<file path="config.mk">
export PLATFORM = sky130hd
export DESIGN_NAME = alu_issuer
export DESIGN_NICKNAME = d
export VERILOG_FILES = /design/src/rtl/alu_issuer.sv
export SDC_FILE = /design/constraint.sdc
export NUM_CORES = 1
export LEC_CHECK = 0
export BUFFER_PORTS_ARGS = -buffer_cell sky130_fd_sc_hd__buf_2
export CAP_MARGIN = 20
export CELL_PAD_IN_SITES_DETAIL_PLACEMENT = 0
export CELL_PAD_IN_SITES_GLOBAL_PLACEMENT = 1
export CORE_ASPECT_RATIO = 1.25
export CORE_MARGIN = 2
export CORE_UTILIZATION = 30
export CTS_CLUSTER_SIZE = 30
export DETAILED_ROUTE_END_ITERATION = 16
export GPL_TIMING_DRIVEN = 0
export HOLD_SLACK_MARGIN = 0.15
export PLACE_DENSITY = 0.55
export REMOVE_ABC_BUFFERS = 1
export SLEW_MARGIN = 25
export SYNTH_ARGS = -nofsm -noshare
export SYNTH_HDL_FRONTEND = slang
export SYNTH_SLANG_ARGS = --single-unit
</file>
<file path="constraint.sdc">
create_clock -name i_clk -period 5.1 [get_ports i_clk]
set_clock_uncertainty 0.2 [all_clocks]
set_input_delay 0.765 -clock i_clk [delete_from_list [all_inputs] [get_ports i_clk]]
set_output_delay 0.765 -clock i_clk [all_outputs]
set_load 0.05 [all_outputs]
</file>
<file path="src/rtl/alu_issuer.sv">
`default_nettype none
// ==========================================================================
// alu_issuer : credit-controlled issuer for a 1-cycle registered ALU with an
//              in-order result FIFO and response watchdog. Define OVF_COUNT_EN
//              to add the o_ovf_count saturating overflow counter.
// Rev 1.0
// ==========================================================================
module alu_issuer #(
  parameter int DATA_WIDTH = 32,
  parameter int INST_WIDTH = 4,
  parameter int RES_DEPTH  = 4,
  parameter int TIMEOUT    = 8
) (
  input  logic                  i_clk,
  input  logic                  i_rst_n,
  input  logic                  i_cmd_valid,
  output logic                  o_cmd_ready,
  input  logic [INST_WIDTH-1:0] i_cmd_inst,
  input  logic [DATA_WIDTH-1:0] i_cmd_a,
  input  logic [DATA_WIDTH-1:0] i_cmd_b,
  output logic                  o_alu_valid,
  output logic [INST_WIDTH-1:0] o_alu_inst,
  output logic [DATA_WIDTH-1:0] o_alu_a,
  output logic [DATA_WIDTH-1:0] o_alu_b,
  input  logic [DATA_WIDTH-1:0] i_alu_data,
  input  logic                  i_alu_overflow,
  input  logic                  i_alu_valid,
  output logic                  o_res_valid,
  input  logic                  i_res_ready,
  output logic [DATA_WIDTH-1:0] o_res_data,
  output logic                  o_res_overflow,
`ifdef OVF_COUNT_EN
  output logic                  o_err,
  output logic [15:0]           o_ovf_count
`else
  output logic                  o_err
`endif
);
  localparam int PTR_W = (RES_DEPTH > 1) ? $clog2(RES_DEPTH) : 1;
  localparam int CNT_W = $clog2(RES_DEPTH + 1);
  localparam int WD_W  = $clog2(TIMEOUT + 1);

  typedef enum logic [0:0] {ST_RUN = 1'b0, ST_ERR = 1'b1} state_t;

  state_t                state_q, state_d;
  logic                  err_q, err_d;
  logic                  alu_valid_q, alu_valid_d;
  logic [INST_WIDTH-1:0] inst_q, inst_d;
  logic [DATA_WIDTH-1:0] a_q, a_d, b_q, b_d;
  logic [CNT_W-1:0]      inflight_q, inflight_d;
  logic [CNT_W-1:0]      fifo_cnt_q, fifo_cnt_d;
  logic [PTR_W-1:0]      wr_ptr_q, wr_ptr_d, rd_ptr_q, rd_ptr_d;
  logic [WD_W-1:0]       wd_q, wd_d;
  logic [DATA_WIDTH:0]   mem_q [RES_DEPTH];
  logic                  w_accept, w_push, w_pop;
  logic [CNT_W:0]        w_credit_used;

  // Credits are taken from registered state only; a pop in the same cycle is not reused.
  assign w_credit_used = {1'b0, fifo_cnt_q} + {1'b0, inflight_q};
  assign o_cmd_ready   = (state_q == ST_RUN) && (w_credit_used < (CNT_W+1)'(RES_DEPTH));
  assign w_accept      = i_cmd_valid && o_cmd_ready;
  assign w_pop         = (fifo_cnt_q != '0) && i_res_ready;

  always_comb begin
    state_d     = state_q;
    err_d       = err_q;
    alu_valid_d = w_accept;
    inst_d      = w_accept ? i_cmd_inst : inst_q;
    a_d         = w_accept ? i_cmd_a    : a_q;
    b_d         = w_accept ? i_cmd_b    : b_q;
    w_push      = 1'b0;
    wd_d        = '0;
    inflight_d  = '0;
    if (state_q == ST_RUN) begin
      if (i_alu_valid) begin
        if (inflight_q == '0) begin
          state_d = ST_ERR;
          err_d   = 1'b1;
        end else begin
          w_push = 1'b1;
        end
      end else if (inflight_q != '0) begin
        wd_d = wd_q + WD_W'(1);
        if (wd_d == WD_W'(TIMEOUT)) begin
          state_d = ST_ERR;
          err_d   = 1'b1;
        end
      end
      inflight_d = inflight_q + CNT_W'(w_accept) - CNT_W'(w_push);
      if (state_d == ST_ERR) begin
        inflight_d = '0;
      end
    end
    fifo_cnt_d = fifo_cnt_q + CNT_W'(w_push) - CNT_W'(w_pop);
    wr_ptr_d   = wr_ptr_q + PTR_W'(w_push);
    rd_ptr_d   = rd_ptr_q + PTR_W'(w_pop);
  end

  always_ff @(posedge i_clk or negedge i_rst_n) begin
    if (!i_rst_n) begin
      state_q     <= ST_RUN;
      err_q       <= 1'b0;
      alu_valid_q <= 1'b0;
      inst_q      <= '0;
      a_q         <= '0;
      b_q         <= '0;
      inflight_q  <= '0;
      fifo_cnt_q  <= '0;
      wr_ptr_q    <= '0;
      rd_ptr_q    <= '0;
      wd_q        <= '0;
      for (int i = 0; i < RES_DEPTH; i++) begin
        mem_q[i] <= '0;
      end
    end else begin
      state_q     <= state_d;
      err_q       <= err_d;
      alu_valid_q <= alu_valid_d;
      inst_q      <= inst_d;
      a_q         <= a_d;
      b_q         <= b_d;
      inflight_q  <= inflight_d;
      fifo_cnt_q  <= fifo_cnt_d;
      wr_ptr_q    <= wr_ptr_d;
      rd_ptr_q    <= rd_ptr_d;
      wd_q        <= wd_d;
      if (w_push) begin
        mem_q[wr_ptr_q] <= {i_alu_overflow, i_alu_data};
      end
    end
  end

`ifdef OVF_COUNT_EN
  logic [15:0] ovf_cnt_q, ovf_cnt_d;

  always_comb begin
    ovf_cnt_d = ovf_cnt_q;
    if (w_push && i_alu_overflow && (ovf_cnt_q != 16'hFFFF)) begin
      ovf_cnt_d = ovf_cnt_q + 16'd1;
    end
  end

  always_ff @(posedge i_clk or negedge i_rst_n) begin
    if (!i_rst_n) begin
      ovf_cnt_q <= '0;
    end else begin
      ovf_cnt_q <= ovf_cnt_d;
    end
  end

  assign o_ovf_count = ovf_cnt_q;
`endif

  assign o_alu_valid    = alu_valid_q;
  assign o_alu_inst     = inst_q;
  assign o_alu_a        = a_q;
  assign o_alu_b        = b_q;
  assign o_res_valid    = (fifo_cnt_q != '0);
  assign o_res_data     = mem_q[rd_ptr_q][DATA_WIDTH-1:0];
  assign o_res_overflow = mem_q[rd_ptr_q][DATA_WIDTH];
  assign o_err          = err_q;

endmodule
`default_nettype wire

</file>
==> out/metrics.cfg, run 1 <==
[sta]
finalHoldViolCount = 0
tightest_slew_ns = 0.9162
slew_violations = 0
setup_tns_ns = 0
rsz0062_at_grt = no
fin_hold_ws_ns = 0.2669
period_share = 0.7214
slew_headroom = 0.3859
finalSetupViolations = 0
timing.fmax_mhz = 271.8
min_period_ns = 3.679

[clocking]
cts_max_level = 1
clock-sinks = 217
numCtsBuffers = 25
clk_latency_ns = 0.51
post_cts_buffers = 0
cts.path.max_buffers = 3
tritoncts = built
clk_pin_slew_ns = 0.06
clockRootBuffer = clkbuf_16

[floorplan]
io_pins = 211
die_h_um = 200.0
core-area_um2 = 30200
start_util = 0.3053
row_count = 71
die_x_um = 160.8
dieArea_um2 = 32160

[detailed_routing]
wl_met1_mm = 8.649
met2WireLength_mm = 10.93
avgViaCountPerCell = 4.578
routed-wl-met3_mm = 2.019
wl_mm = 22.02
drtIter0Drc = 228
highest_layer = met5
dr.pass1.iters = 3
vias = 5416
routedWlPerCell_um = 18.62
antenna_left = 0
drc_errors = 0

[place]
portBuffers = 210
placed_area_um2 = 10850
hpwl_mm = 15.68
place.gp.congestion = 0.7358

[setup_path]
crit_fanout = 42
cp-startpoint = inflight_q[1]$_DFF_PN0_
worst_ep_required_time_ns = 5.28
critPathKind = reg2reg
crit_slowest_cell = nand3_4
end_kind = flip-flop
cp.arrival_ns = 3.86
slowest_delay_ns = 0.63
rr_startpoint = inflight_q[1]$_DFF_PN0_
worst_setup_path_start_kind = flip-flop
worstPathCellList = ha_1, nor4_1, nand3_4, inv_1, ha_1, inv_1, fa_1, xor2_1, xnor2_1, a2111oi_0

[pwr]
vdd_drop_max_mv = 0.3780
p_per_area_nw_per_um2 = 628.5
p_leak_nw = 5.814
finalPower_mw = 7.352

[grt]
antenna_found_initial = 2
grt_usage = 0.1385
grt-ovfl-total = 0
grt_max_degree = 90
grt_pass1_vias = 6369
grt_pass1_wl_mm = 35.01

[yosys]
syn_area_per_cell_um2 = 17.08
synth_area_um2 = 9221
ys_ff_latch = 217
synth_top_cell_area_share = 0.5889
synth_edf_count = 0
synth.area.top_cells = dfrtp_1 59%, mux2_2 20%, mux4_2 8.1%
synth_top_area_cell = dfrtp_1
synth-seq-area-share = 0.5889
synth-async-reset-ratio = 1.000
synth.distinct_cells = 30
synthCells = 540
dominantRegCellSynth = dfrtp_1
ys_warn_count = 0

[layout]
final_common_cell = dfrtp_1
layout-drive-gt1-share = 0.6453
layout_common_cells = 215 x dfrtp_1, 209 x buf_2, 165 x mux2_2
stdcell_area_um2 = 11700
syn_to_final_growth_pct = 26.85
final_nets = 881

[status]
outcome = complete, no violations

[hold_path]
min_path_type = reg2reg
hp-start = wd_q[0]$_DFF_PN0_

[flow_run]
cap_viol_max_count = 0

-- cells by family after synthesis --
kind of cell    count (synthesis)  synth area share
simple gates                   25           0.01940
buf+inv                        41           0.02564
mux                           233            0.3370
xor+xnor                        8          0.007599
fa+ha+maj                      11           0.01655
flops                         217            0.5889
compound gates                  5          0.004885
-- flip-flops by register name, indices dropped and copies added (netlist names) --
register	count
o_alu_inst	4
state_q	1
rd_ptr_q	2
o_err	1
wr_ptr_q	2
wd_q	4
o_alu_a	32
mem_q	132
fifo_cnt_q	3
inflight_q	3
o_alu_b	32
o_alu_valid	1
-- layer usage --
metal  track usage  vias to the layer above
met4       0.03935                        2
met5             0                        -
met3       0.05062                       31
met2        0.2439                      216
li1              -                     2413
met1        0.1594                     2754
-- metrics by stage --
step	instances	setup WS (ns)	utilization
6_report	1183	1.421	0.3873
5_1_grt	1182	1.089	0.3872
4_1_cts	1182	1.335	0.3872
3_5_place_dp	1137	1.373	0.3592
3_3_place_gp	1121	-0.4452	0.3502
2_1_floorplan	510	0.7483	-
-- worst max-delay path: cells and delay by family, from the launching register on --
kind / cells / cell delay, ns
simple gates: 2 / 1.15
xor+xnor: 2 / 0.30
fa+ha+maj: 3 / 0.77
compound gates: 1 / 0.39
buf+inv: 2 / 0.31
flops: 1 / 0.44
-- cell type report --
cell class                      instances  area [um2]
Inverter                               11       41.29
Tap cell                              401       501.7
Multi-Input combinational cell        282        3578
Clock buffer                           31       688.2
Antenna cell                            1       2.502
Clock inverter                         13       147.6
Fill cell                            2833       18510
Sequential cell                       217        5435
Timing Repair Buffer                  227        1303
-- where the power goes --
part | internal [mW] | switching [mW] | leakage (nW) | total [mW]
registers | 2.22 | 0.336 | 2.80 | 2.55
clock network | 1.10 | 0.707 | 0.409 | 1.81
logic | 0.979 | 2.01 | 2.61 | 2.99
-- cell usage after synthesis (3+ instances only) --
master	n
dfrtp_1	217
clkbuf_1	5
nand3_1	3
inv_1	11
xor2_1	3
a2111oi_0	3
mux4_2	33
ha_1	9
mux2_2	165
xnor2_1	5
buf_2	15
and2_1	3
buf_12	3
nor2_1	4
mux2_4	30
mux2_1	5
buf_1	5
-- final timing paths --
check	depth (start not counted)	slack, ns	end
max in group asynchronous	3	3.38	o_alu_a[28]$_DFFE_PN0P_
worst min-delay path	1	0.27	wd_q[0]$_DFF_PN0_
min in group asynchronous	2	0.54	mem_q[53]$_DFFE_PN0P_
worst max register to register	10	1.42	inflight_q[2]$_DFF_PN0_
worst min register to register	1	0.27	wd_q[0]$_DFF_PN0_
worst max-delay path	10	1.42	inflight_q[2]$_DFF_PN0_
-- timing repair --
item	in CTS	in global routing
hold endpoints to repair	44	0
endpoints found under the setup margin	0	0
resized for setup	0	0
hold buffers	1	0
(Power assumes the default switching activity.)
==> run 2, diff against run 1 <==
==> constraint.sdc (replaced) <==
create_clock -name i_clk -period 3.5 [get_ports i_clk]
set_clock_uncertainty 0.2 [all_clocks]
set_input_delay 0.525 -clock i_clk [delete_from_list [all_inputs] [get_ports i_clk]]
set_output_delay 0.525 -clock i_clk [all_outputs]
set_load 0.05 [all_outputs]
==> run 2 against run 1 <==
Effect of this change:
- critical endpoint unchanged
- first-iteration DRC count is 11% lower
- maximum frequency is 18% higher
- routed wire length is 6.3% higher
- clock-buffer cell count stayed put
- critical path depth stayed put
- combinational power is 49% higher
- hold slack worse by 0.066 ns
- largest cell class unchanged
- largest power group unchanged
- final area is 9.0% higher
- die area stayed put
==> out/metrics.cfg, run 2 (same netlist as run 1, synthesis figures left out) <==
[pwr]
power_frac_clock = 0.244  ; -0.002
p_sw_frac = 0.4145  ; about the same
p_leak_nw = 6.246  ; +7.4%
seqPwrFrac = 0.344  ; -0.003
switchingPower_mw = 4.491  ; +47%
p_int_mw = 6.345  ; +47%
vdd_drop_max_mv = 0.6017  ; +59%
p_per_area_nw_per_um2 = 849.6  ; +35%
share_comb_of_total_power = 0.412  ; +0.006

[place]
portBuffers = 210  ; unchanged
pre_cts_ws_ns = -0.2272  ; -1.600 ns
place.gp.congestion = 0.7358  ; unchanged
dp.cells = 1137  ; unchanged
hpwl_mm = 15.68  ; unchanged

[layout]
syn_to_final_growth_pct = 38.32
final_util = 0.4223  ; +0.03500
layout-drive-gt1-share = 0.5740  ; -0.07132
fin_cells = 1286  ; +8.7%
layout_common_cells = 215 x dfrtp_1, 209 x buf_2, 165 x mux2_2
top_register = mem_q
antennaDiodeCount = 0  ; -1
largest_reg_flops = 132  ; unchanged
final_nets = 985  ; +12%
final_common_cell = dfrtp_1

[detailed_routing]
routedWlPerCell_um = 18.21  ; -2.2%
antenna_left = 0  ; unchanged
vias = 5851  ; +8.0%
avgViaCountPerCell = 4.550  ; -0.62%
drtIter0Drc = 203  ; -11%
wl_mm = 23.42  ; +6.3%
drc_errors = 0  ; unchanged
dr.pass1.iters = 4  ; +1

[grt]
grt_usage = 0.1479  ; +0.009364
grt-ovfl-total = 0  ; unchanged
grt_pass1_wl_mm = 37.49  ; +7.1%
grt_max_degree = 90  ; unchanged
grt_pass1_vias = 6919  ; +8.6%
antenna_found_initial = 0  ; -2

[floorplan]
dieArea_um2 = 32160  ; unchanged
die_x_um = 160.8  ; unchanged
core-area_um2 = 30200  ; unchanged
start_util = 0.3053  ; unchanged
die_h_um = 200.0  ; unchanged
io_pins = 211  ; unchanged
row_count = 71  ; unchanged

[clocking]
numCtsBuffers = 25  ; unchanged
clk_pin_slew_ns = 0.06  ; about the same
clk_latency_ns = 0.51  ; about the same
cts_max_level = 1  ; unchanged
clock-sinks = 217  ; unchanged
cts.path.max_buffers = 3  ; unchanged
clockRootBuffer = clkbuf_16
tritoncts = built

[setup_path]
critPathKind = reg2reg
cp.arrival_ns = 3.30  ; -0.56 ns
worst_ep_required_time_ns = 3.68  ; -1.60 ns
crit_end = inflight_q[2]$_DFF_PN0_
r2r_end = inflight_q[2]$_DFF_PN0_
cp-startpoint = inflight_q[2]$_DFF_PN0_
crit_fanout = 11  ; -74%
worst_setup_path_start_kind = flip-flop
r2r_cells = 10  ; unchanged
end_kind = flip-flop
rrSetupSlack_ns = 0.38  ; -1.04 ns
rr_startpoint = inflight_q[2]$_DFF_PN0_

[hold_path]
min_path_type = in2reg
hp-start = i_res_ready
whs_path_depth = 3  ; +2

[sta]
finalHoldViolCount = 0  ; unchanged
slew_violations = 0  ; unchanged
min_period_ns = 3.122  ; -0.5568 ns
fin_ws_ns = 0.3776  ; -1.043 ns
timing.fmax_mhz = 320.3  ; +18%
fin_hold_ws_ns = 0.2009  ; -0.06605 ns
slew_headroom = 0.4785  ; +0.09265
rsz0062_at_grt = no
tightest_slew_ns = 0.7822  ; -0.1340 ns
setup_tns_ns = 0  ; unchanged
period_share = 0.8921  ; +0.1707
finalSetupViolations = 0  ; unchanged

[flow_run]
cap_viol_max_count = 0  ; unchanged

[status]
outcome = complete, no violations

[run 2: cell type report]
type                       instances  area (um2)
clock buffer                      31       688.2
clock inverter                    13       147.6
fill                            2735       17450
inverter                          11       41.29
multi-input combinational        284        3620
sequential                       217        5435
tap                              401       501.7
timing repair buffer             329        2321
[run 2: worst min-delay path by stage]
| stage | end | slack (ns) |
|---|---|---|
| floorplan | fifo_cnt_q[0]$_DFF_PN0_ | 0.03 |
| CTS | rd_ptr_q[0]$_DFF_PN0_ | 0.18 |
| global placement | wd_q[0]$_DFF_PN0_ | 0.25 |
| global route | rd_ptr_q[0]$_DFF_PN0_ | 0.18 |
| detailed placement | wd_q[0]$_DFF_PN0_ | 0.25 |
| finish | rd_ptr_q[0]$_DFF_PN0_ | 0.20 |
[run 2: repair_timing]
item | CTS | global route
gates cloned | 2 | 0
resized for setup | 2 | 1
pin swaps | 1 | 2
hold buffers | 102 | 0
hold endpoints to repair | 288 | 0
endpoints found under the setup margin | 1 | 1
setup buffers | 0 | 1
[run 2: layer usage]
| metal | up-vias | track usage | share of wire |
|---|---|---|---|
| met5 | - | 0 | 0 |
| met4 | 0 | 0.03935 | 0.018 |
| li1 | 2623 | - | - |
| met3 | 28 | 0.04421 | 0.079 |
| met1 | 2983 | 0.1682 | 0.39 |
| met2 | 217 | 0.2716 | 0.52 |
[run 2: critical path: stages (launching register included)]
cell and delay (ns):
dfrtp_1 0.43, ha_1 0.35, nor4_4 0.31, nand3_4 0.28
inv_1 0.17, ha_1 0.15, inv_1 0.04, fa_1 0.37
xor2_1 0.16, xnor2_1 0.14, a2111oi_0 0.39
[run 2: per-stage QoR]
step	area, um2	power [mW]
final	12750	10.84
after global placement	10580	8.055
after detailed placement	10850	8.169
after global routing	12750	11.39
after CTS	12740	11.00
after floorplan	9026	6.974
[run 2: power by group through the flow]
stage	logic (mW)	clock network, mW	registers [mW]
after floorplan	1.91	0	5.06
after global placement	4.18	0	3.87
after detailed placement	4.41	0	3.76
after CTS	4.50	2.75	3.74
after global routing	4.68	2.87	3.83
final	4.46	2.65	3.73
